## src/rtl/jtframe_romarb_pkg.sv

```systemverilog
// Shared types and constants for the ROM slot arbiter family.
// Holds the arbiter state encoding, the timeout counter width and a
// helper that sizes slot index fields from a slot count.
package jtframe_romarb_pkg;

  // Arbiter transaction phases
  typedef enum logic [1:0] {
    IDLE      = 2'd0,
    WAIT_ACK  = 2'd1,
    WAIT_DATA = 2'd2,
    DONE      = 2'd3
  } arb_state_t;

  // Watchdog counter width; TOUT must fit in it (max 255)
  localparam int TCNT_W = 8;

  // Width of a slot index for n slots, never narrower than one bit
  function automatic int slot_w(input int n);
    return (n <= 2) ? 1 : $clog2(n);
  endfunction

endpackage

```

## src/rtl/jtframe_rr_pick.sv

```systemverilog
// Combinational round-robin picker: lowest-distance set request from ptr.
// Zero latency, purely combinational.
// No backpressure; the caller decides when to register the winner.
module jtframe_rr_pick #(
  parameter int N = 4,
  parameter int W = 2
) (
  input  logic [N-1:0] req,
  input  logic [W-1:0] ptr,
  output logic [W-1:0] winner,
  output logic         any_req
);

  // One extra bit so ptr+k never wraps before the modulo-N correction
  logic [W:0] cand;

  // Scan from the farthest candidate down so the one nearest ptr wins last
  always_comb begin
    winner  = '0;
    cand    = '0;
    any_req = |req;
    for (int k = N - 1; k >= 0; k--) begin
      cand = {1'b0, ptr} + (W+1)'(k);
      if (cand >= (W+1)'(N)) cand = cand - (W+1)'(N);
      if (req[cand[W-1:0]]) winner = cand[W-1:0];
    end
  end

endmodule

```

## src/rtl/jtframe_romslot_arb.sv

```systemverilog
// Round-robin arbiter sharing one SDRAM read port among SLOTS ROM slots.
// Latency: req -> sdram_req 1 cycle; data_rdy -> slot_ok 1 cycle; 3 cycles data_rdy -> next sdram_req.
// Waits on sdram_ack/data_rdy; optional watchdog under JTFRAME_ROMARB_TIMEOUT_EN.
module jtframe_romslot_arb
  import jtframe_romarb_pkg::*;
#(
  parameter int SLOTS = 4,
  parameter int AW    = 22,
  parameter int TOUT  = 255
) (
  input  logic                clk,
  input  logic                rst,
  input  logic [SLOTS-1:0]    slot_req,
  input  logic [SLOTS*AW-1:0] slot_addr,
  output logic [SLOTS-1:0]    slot_ok,
  output logic [31:0]         slot_din,
  output logic                sdram_req,
  output logic [AW-1:0]       sdram_addr,
  input  logic                sdram_ack,
  input  logic                data_rdy,
  input  logic [31:0]         data_read,
  output logic                timeout
);

  localparam int SLOTW = slot_w(SLOTS);

  arb_state_t       state;
  logic [SLOTW-1:0] ptr;
  logic [SLOTW-1:0] winner;
  logic [SLOTW-1:0] pick;
  logic             any_req;
  logic [AW-1:0]    addr_arr [SLOTS];

  // Unpack the flat address bus so the winner can index it directly
  for (genvar i = 0; i < SLOTS; i++) begin : g_addr
    assign addr_arr[i] = slot_addr[i*AW +: AW];
  end

  jtframe_rr_pick #(
    .N (SLOTS),
    .W (SLOTW)
  ) u_pick (
    .req     (slot_req),
    .ptr     (ptr),
    .winner  (pick),
    .any_req (any_req)
  );

  // Slot after w, wrapping at SLOTS (SLOTS need not be a power of two)
  function automatic logic [SLOTW-1:0] next_slot(input logic [SLOTW-1:0] w);
    return (int'(w) == SLOTS - 1) ? '0 : w + 1'b1;
  endfunction

`ifdef JTFRAME_ROMARB_TIMEOUT_EN
  localparam logic [TCNT_W-1:0] TLAST = TCNT_W'(TOUT - 1);

  logic [TCNT_W-1:0] tcnt;
  logic              timeout_r;

  assign timeout = timeout_r;
`else
  logic unused_tout;

  assign unused_tout = (TOUT > 0);
  assign timeout     = 1'b0;
`endif

  // Arbitration FSM; every output is registered here
  always_ff @(posedge clk) begin
    if (rst) begin
      state      <= IDLE;
      ptr        <= '0;
      winner     <= '0;
      sdram_req  <= 1'b0;
      sdram_addr <= '0;
      slot_ok    <= '0;
      slot_din   <= '0;
`ifdef JTFRAME_ROMARB_TIMEOUT_EN
      tcnt       <= '0;
      timeout_r  <= 1'b0;
`endif
    end else begin
      // slot_ok is a strobe: low unless a completion below raises it
      slot_ok <= '0;
      case (state)
        IDLE: begin
          if (any_req) begin
            winner     <= pick;
            sdram_addr <= addr_arr[pick];
            sdram_req  <= 1'b1;
            state      <= WAIT_ACK;
`ifdef JTFRAME_ROMARB_TIMEOUT_EN
            tcnt       <= '0;
`endif
          end
        end

        WAIT_ACK: begin
          if (sdram_ack) begin
            sdram_req <= 1'b0;
            if (data_rdy) begin
              // Controller returned data in the accept cycle
              slot_din <= data_read;
              slot_ok  <= SLOTS'(1) << winner;
              ptr      <= next_slot(winner);
              state    <= DONE;
            end else begin
              state <= WAIT_DATA;
            end
`ifdef JTFRAME_ROMARB_TIMEOUT_EN
          end else if (tcnt == TLAST) begin
            sdram_req <= 1'b0;
            timeout_r <= 1'b1;
            ptr       <= next_slot(winner);
            state     <= IDLE;
          end else begin
            tcnt <= tcnt + 1'b1;
`endif
          end
        end

        WAIT_DATA: begin
          if (data_rdy) begin
            slot_din <= data_read;
            slot_ok  <= SLOTS'(1) << winner;
            ptr      <= next_slot(winner);
            state    <= DONE;
`ifdef JTFRAME_ROMARB_TIMEOUT_EN
          end else if (tcnt == TLAST) begin
            timeout_r <= 1'b1;
            ptr       <= next_slot(winner);
            state     <= IDLE;
          end else begin
            tcnt <= tcnt + 1'b1;
`endif
          end
        end

        // One idle cycle so the served slot can drop its request
        DONE: state <= IDLE;

        default: state <= IDLE;
      endcase
    end
  end

endmodule
```

## config.mk

```make
export PLATFORM = sky130hd
export DESIGN_NAME = jtframe_romslot_arb
export DESIGN_NICKNAME = d
export VERILOG_FILES = /design/src/rtl/jtframe_romarb_pkg.sv /design/src/rtl/jtframe_rr_pick.sv /design/src/rtl/jtframe_romslot_arb.sv
export SDC_FILE = /design/constraint.sdc
export NUM_CORES = 1
export LEC_CHECK = 0
export BUFFER_PORTS_ARGS = -buffer_cell sky130_fd_sc_hd__buf_2
export CAP_MARGIN = 20
export CORE_MARGIN = 10
export CORE_UTILIZATION = 44
export CTS_BUF_LIST = sky130_fd_sc_hd__clkbuf_4 sky130_fd_sc_hd__clkbuf_8
export CTS_CLUSTER_SIZE = 10
export DETAILED_ROUTE_END_ITERATION = 7
export PLACE_DENSITY = 0.81
export SYNTH_ARGS = -nofsm -noshare
export SYNTH_HDL_FRONTEND = slang
export SYNTH_HIERARCHICAL = 1
export SYNTH_SLANG_ARGS = --single-unit
```

## constraint.sdc

```tcl
create_clock -name clk -period 2.33 [get_ports clk]
set_input_delay 0.233 -clock clk [delete_from_list [all_inputs] [get_ports clk]]
set_output_delay 0.233 -clock clk [all_outputs]
set_load 0.05 [all_outputs]
```

==> key figures, run 1 <==
Status
  • Status: completed

Synthesis
  • Syn_nets: 503
  • Yosys reg bits: 65
  • Post-synth top area share: 40.66%
  • Count of cell types in the netlist: 33
  • Area contributors post-synth: dfxtp_1 41%, mux2_2 16%, a21oi_1 6.4%
  • FFs w/ async S/R, synth: 0%
  • Synthesized area per cell: 8.697 um2
  • Synth Instances: 368
  • Post-synth EDFFs: 0
  • Synthesis Warnings: 6
  • Top FF cell, synth: dfxtp_1
  • Post-synth top area cell: dfxtp_1
  • Register area share after synthesis: 40.66%
  • Synth Cell Area: 3201 um2

CTS
  • Clock-pin slew on the worst setup and hold paths: 0.07 ns
  • Post-CTS Setup Bufs: 0
  • CTS Hold Bufs: 0
  • TritonCTS clock tree: yes
  • Clock Path Buffers: 2
  • Clock sink count: 65
  • Post-CTS sizing: 0
  • H-tree Lvls: 3
  • TritonCTS buffer count: 9
  • Skew-Pair Late Insertion Delay: 0.33 ns
  • Root Driver: clkbuf_8

Routing
  • Initial DRC count: 112
  • Remaining DRCs: 0
  • Via count: 3341
  • Detailed-route wire length: 10960 um
  • Drt pass-1 iters: 5
  • DR WL/cell: 16.91 um
  • DR vias/cell: 5.156
  • ANT nets after route: 0

Floorplanning
  • Total I/O pin count: 188
  • Die Y-Extent: 105.3 um
  • Core Region: 7176 um2
  • Die width: 105.3 um
  • Initial cell density of the core: 44.60%
  • Row cnt: 31
  • DIE AREA: 11080 um2

Layout
  • # fillers: 627
  • Layout Nets: 679
  • Share of cells above drive strength 1: 48.09%
  • Area delta synth->final: 39.37%
  • Most frequent cells in the layout: 186 x buf_2, 65 x dfxtp_1, 47 x nand2_1
  • # diodes: 0
  • Commonest non-fill, non-tap cell in the layout: buf_2
  • Final core utilization: 62.16%

Global route
  • Initial antenna violation count: 0
  • Largest net degree at the start of global routing: 35
  • Grt total ovfl: 0
  • Global-route wire length before repair: 17000 um
  • Total GRT Usage: 18.54%
  • Vias in the first global route: 3433

Critical path
  • CP max FO: 15
  • Worst path cell trace: mux2i_1 -> a211oi_4 -> buf_4 -> mux2_2 -> a22oi_1 -> nand2_1
  • CP delay by family, top: compound AO/OA/AOI/OAI gates
  • Setup Crit Path Kind: reg2reg
  • Buf/Inv on CP: 1
  • CP startpoint kind: flop
  • Setup crit end kind: flop
  • Slowest CP cell: dfxtp_1
  • Data arrival, critical path: 2.27 ns
  • Required @ worst endpoint: 2.56 ns
  • Worst path max stage delay: 0.42 ns

Placed design
  • Dpl ws: 0.2867 ns
  • I/O Buffers: 186
  • Routability cong.: 0.8393
  • DP Wirelength: 8646 um

Pwr
  • Power Total: 4912 uW
  • Peak VDD IR: 0.6426 mV
  • P_leak: 0.002128 uW
  • P per Cell Area: 1101 nW/um2

Timing
  • Final Worst Setup Slack: 0.2860 ns
  • Tightest Pin Transition: 0.6202 ns
  • Hold slack: 0.1457 ns
  • RSZ-0062 raised after global routing: no
  • Fin crit share: 87.73%
  • Rel. slew slack: 58.66%
  • Post-route setup TNS: 0 ns
  • Hold Vio Cnt, Final: 0
  • Setup Skew: 0.008836 ns
  • Max Clock Freq: 489.2 MHz
  • Slew Viols, Final: 0
  • Min Clock Period, post-route: 2.044 ns
  • Final setup violation count: 0

Hold path
  • HP Class: in2reg

Flow run
  • Max-Cap Viols: 0
[through the flow]
| step | instances | cell area, um2 |
|---|---|---|
| after floorplan | 368 | 3201 |
| after global placement | 632 | 4213 |
| after detailed placement | 632 | 4213 |
| after CTS | 648 | 4461 |
| after global routing | 648 | 4461 |
| final | 648 | 4461 |
[final timing paths]
kind                                  endpoint  cells after the start           from  slack [ns]
worst min register to register   sdram_addr[5]                      2  sdram_addr[5]        0.43
worst min-delay path               slot_din[4]                      3   data_read[4]        0.15
worst max register to register  sdram_addr[19]                      6         ptr[1]        0.29
worst max-delay path            sdram_addr[19]                      6         ptr[1]        0.29
[state kept, by name (all words and copies together), names as in the netlist]
signal,count
sdram_addr,22
slot_din,32
state,2
winner,2
ptr,2
sdram_req,1
slot_ok,4
[Yosys cell counts, types with 4 or more instances]
| cell type | number |
|---|---|
| and2_1 | 4 |
| nor2_1 | 5 |
| nand2_1 | 47 |
| mux2_2 | 45 |
| inv_1 | 7 |
| ha_1 | 7 |
| a22oi_1 | 21 |
| dfxtp_1 | 65 |
| nand3_1 | 35 |
| o21ai_0 | 36 |
| a21oi_1 | 41 |
| buf_2 | 11 |
| clkbuf_1 | 16 |
[power by group]
group	internal, uW	switching, uW	total [uW]
registers	1370	135	1510
logic	667	1560	2220
clock network	751	428	1180
[worst min-delay path, delay by kind of cell]
kind	cells	cell delay [ns]
and+or+nand+nor	1	0.05
AOI/OAI and AO/OA	1	0.05
buffers and inverters	1	0.09
[area by class of cell]
class | instances | area, um2 | area share (%)
Tap cell | 99 | 123.9 | 2.777
Multi-Input combinational cell | 265 | 1743 | 39.07
Clock buffer | 11 | 145.1 | 3.254
Clock inverter | 5 | 102.6 | 2.300
Timing Repair Buffer | 196 | 1018 | 22.83
Inverter | 7 | 26.28 | 0.5891
Sequential cell | 65 | 1301 | 29.17
[logic make-up (layout without fill, tap and decap cells)]
family                   count (synthesis)  in the layout  synth area share, %
AO/OA/AOI/OAI                          103            103                18.61
flip-flops                              65             65                40.66
other                                    1              1               0.1172
multiplexers                            47             47                16.46
buffers and inverters                   38            219                5.239
AND/OR/NAND/NOR                        107            107                16.18
adder cells (fa/ha/maj)                  7              7                2.736
[metal layers]
layer | GRT usage [%] | wire, um | vias to the layer above
met1 | 20.20 | 4368 | 1526
met5 | 0 | 0 | -
met4 | 5.392 | 102 | 0
met3 | 7.734 | 1139 | 8
met2 | 32.18 | 5349 | 156
li1 | - | - | 1651
(Power assumes the default switching activity.)
==> run 2, diff against run 1 <==
- PLACE_DENSITY: 0.81 -> not set
- PLACE_DENSITY_LB_ADDON: not set -> 0.2
- SYNTH_HIERARCHICAL: 1 -> not set
==> run 2 against run 1 <==
Compared with the run above:
- design area decreased by 3.9%
- combinational power about the same
- count of clock-buffer cells in the layout decreased by 2
- non-clock buffer count decreased by 4
- core utilization decreased by 0.12 points
- sequential cell count unchanged
- hold slack got worse by 0.019 ns
- routed wire length decreased by 6.9%
- worst setup slack improved by 0.19 ns
- global-route usage decreased by 0.79 points
- register-to-register slack improved by 0.19 ns
- critical path type unchanged
- highest routed layer unchanged
==> key figures, run 2 <==
Timing
  • Setup Skew: 0.007550 ns
  • Max Clock Freq: 538.6 MHz
  • Slew Viols, Final: 0
  • Rel. slew slack: 56.60%
  • Tightest Pin Transition: 0.6487 ns
  • Post-route setup TNS: 0 ns
  • Min Clock Period, post-route: 1.857 ns
  • Fin crit share: 79.68%
  • Final Worst Setup Slack: 0.4734 ns
  • RSZ-0062 raised after global routing: no
  • Hold Vio Cnt, Final: 0
  • Final setup violation count: 0

Placed design
  • I/O Buffers: 186
  • Dpl ws: 0.4575 ns
  • Routability cong.: 0.8532
  • DP Wirelength: 8026 um

Critical path
  • Reg2reg start: ptr[1]
  • CP startpoint kind: flop
  • Worst path cell trace: a21oi_1 -> o21ai_1 -> a21oi_4 -> buf_12 -> mux2i_1 -> o221ai_2
  • Required @ worst endpoint: 2.52 ns
  • R2R cell count: 6
  • Slowest CP cell: a21oi_4
  • Data arrival, critical path: 2.05 ns
  • CP max FO: 30
  • Flop2flop setup slack: 0.47 ns
  • Setup crit end kind: flop
  • Setup Crit Path Kind: reg2reg
  • Reg-to-reg endpoint: sdram_addr[8]
  • Worst path max stage delay: 0.38 ns

Pwr
  • Peak VDD IR: 0.5794 mV
  • P per Cell Area: 1097 nW/um2
  • Power Total: 4701 uW
  • P_leak: 0.001987 uW

Flow run
  • Max-Cap Viols: 0

Layout
  • Most flops, register: slot_din
  • Share of cells above drive strength 1: 45.59%
  • Largest register FFs: 32
  • Seq. cell area: 1301 um2
  • Layout Nets: 652
  • # diodes: 0
  • Area delta synth->final: 35.38%
  • Largest regs: slot_din (32), sdram_addr (22), slot_ok (4)
  • Most frequent cells in the layout: 186 x buf_2, 92 x nand2_1, 65 x dfxtp_1
  • Multi-input logic area: 1644 um2
  • # fillers: 668
  • Commonest non-fill, non-tap cell in the layout: buf_2
  • Final core utilization: 62.05%

Floorplanning
  • DIE AREA: 10990 um2
  • Die width: 104.8 um
  • Initial cell density of the core: 45.83%
  • Die Y-Extent: 104.8 um
  • Row cnt: 30
  • Total I/O pin count: 188
  • Core Region: 6907 um2

Global route
  • Grt total ovfl: 0
  • Vias in the first global route: 3106
  • Total GRT Usage: 17.75%
  • Largest net degree at the start of global routing: 35
  • Initial antenna violation count: 0
  • Global-route wire length before repair: 16210 um

Hold path
  • Hold path cells: 3
  • Worst Min Path Start: data_read[8]
  • HP Class: in2reg
  • Worst Hold End: slot_din[8]

CTS
  • Clock-pin slew on the worst setup and hold paths: 0.07 ns
  • Post-CTS Setup Bufs: 0
  • TritonCTS clock tree: yes
  • TritonCTS buffer count: 9
  • H-tree Lvls: 3
  • Clock Path Buffers: 2
  • Root Driver: clkbuf_8
  • Skew-Pair Late Insertion Delay: 0.33 ns
  • CTS Hold Bufs: 0
  • Clock sink count: 65
  • Post-CTS sizing: 0

Synthesis
  • Synth Instances: 337
  • Synthesis Warnings: 0
  • Post-synth top area share: 41.11%
  • FFs w/ async S/R, synth: 0%
  • Post-synth EDFFs: 0
  • Syn_nets: 472
  • Synth Cell Area: 3166 um2
  • Post-synth top area cell: dfxtp_1
  • Area contributors post-synth: dfxtp_1 41%, mux2i_1 15%, nand2_1 11%
  • Synth cell count leaders: 92 x nand2_1, 65 x dfxtp_1, 46 x mux2i_1
  • Register area share after synthesis: 41.11%
  • Synthesized area per cell: 9.393 um2
  • Yosys reg bits: 65
  • Most frequent cell after synthesis: nand2_1
  • Top FF cell, synth: dfxtp_1
  • Count of cell types in the netlist: 33

Routing
  • Initial DRC count: 99
  • Drt pass-1 iters: 4
  • Detailed-route wire length: 10200 um
  • ANT nets after route: 0
  • Via count: 3101
  • Remaining DRCs: 0
  • DR vias/cell: 5.018
  • DR WL/cell: 16.50 um

Status
  • Status: completed
[run 2: cell types whose count changed in the layout (fill, tap and decap cells not counted), sizes merged, moves of 22 or more]
cell / delta
nand3: -35
o21ai: -33
mux2i: +44
nand2: +46
mux2: -45
o221ai: +22
[run 2: layer usage]
metal / track usage (%) / wire length, um
met5: 0 / 0
met4: 5.294 / 119
met3: 7.125 / 943
met2: 28.38 / 4748
met1: 21.38 / 4388
[run 2: worst max path at each step]
| stage | start | to | slack (ns) |
|---|---|---|---|
| floorplan | state[1] | slot_din[14] | 0.83 |
| global placement | slot_req[3] | sdram_addr[21] | 0.49 |
| detailed placement | slot_req[0] | sdram_addr[8] | 0.46 |
| CTS | ptr[1] | sdram_addr[8] | 0.48 |
| global route | ptr[0] | sdram_addr[21] | 0.32 |
| finish | ptr[1] | sdram_addr[8] | 0.47 |
[run 2: worst max-delay path: cells and delay by family, from the launching register on]
family                 cells  cell delay (ns)
AO/OA/AOI/OAI              4             0.76
buffers and inverters      1             0.28
multiplexers               1             0.30
flip-flops                 1             0.36
[run 2: layout make-up]
class                   instances  area share [%]
inverters                      10          0.8759
repair buffers                192           23.07
clock buffers                   9           2.891
clock inverters                 7           1.635
multi-input cells             239           38.37
flip-flops and latches         65           30.37
well taps                      96           2.803
[run 2: power by group]
| part | leakage [uW] | internal (uW) | switching, uW | total, uW |
|---|---|---|---|---|
| Clock | 0.0000994 | 494 | 448 | 942 |
| Combinational | 0.00136 | 653 | 1590 | 2240 |
| Sequential | 0.000531 | 1380 | 139 | 1520 |
| Total | 0.00199 | 2520 | 2180 | 4700 |
[run 2: kinds of logic after synthesis]
| kind of cell | after synthesis | share of synthesized area [%] |
|---|---|---|
| compound gates | 73 | 19.17 |
| fa+ha+maj | 7 | 2.767 |
| buf+inv | 33 | 7.312 |
| simple gates | 112 | 14.98 |
| flops | 65 | 41.11 |
| mux | 46 | 14.55 |
| other cells | 1 | 0.1185 |
[run 2: per-stage QoR]
| stage | hold slack, ns | instances | area, um2 |
|---|---|---|---|
| after floorplan | 0.3690 | 337 | 3166 |
| after global placement | 0.4388 | 602 | 4091 |
| after detailed placement | 0.4436 | 602 | 4091 |
| after CTS | 0.1136 | 618 | 4285 |
| after global routing | 0.1126 | 618 | 4285 |
| final | 0.1263 | 618 | 4285 |
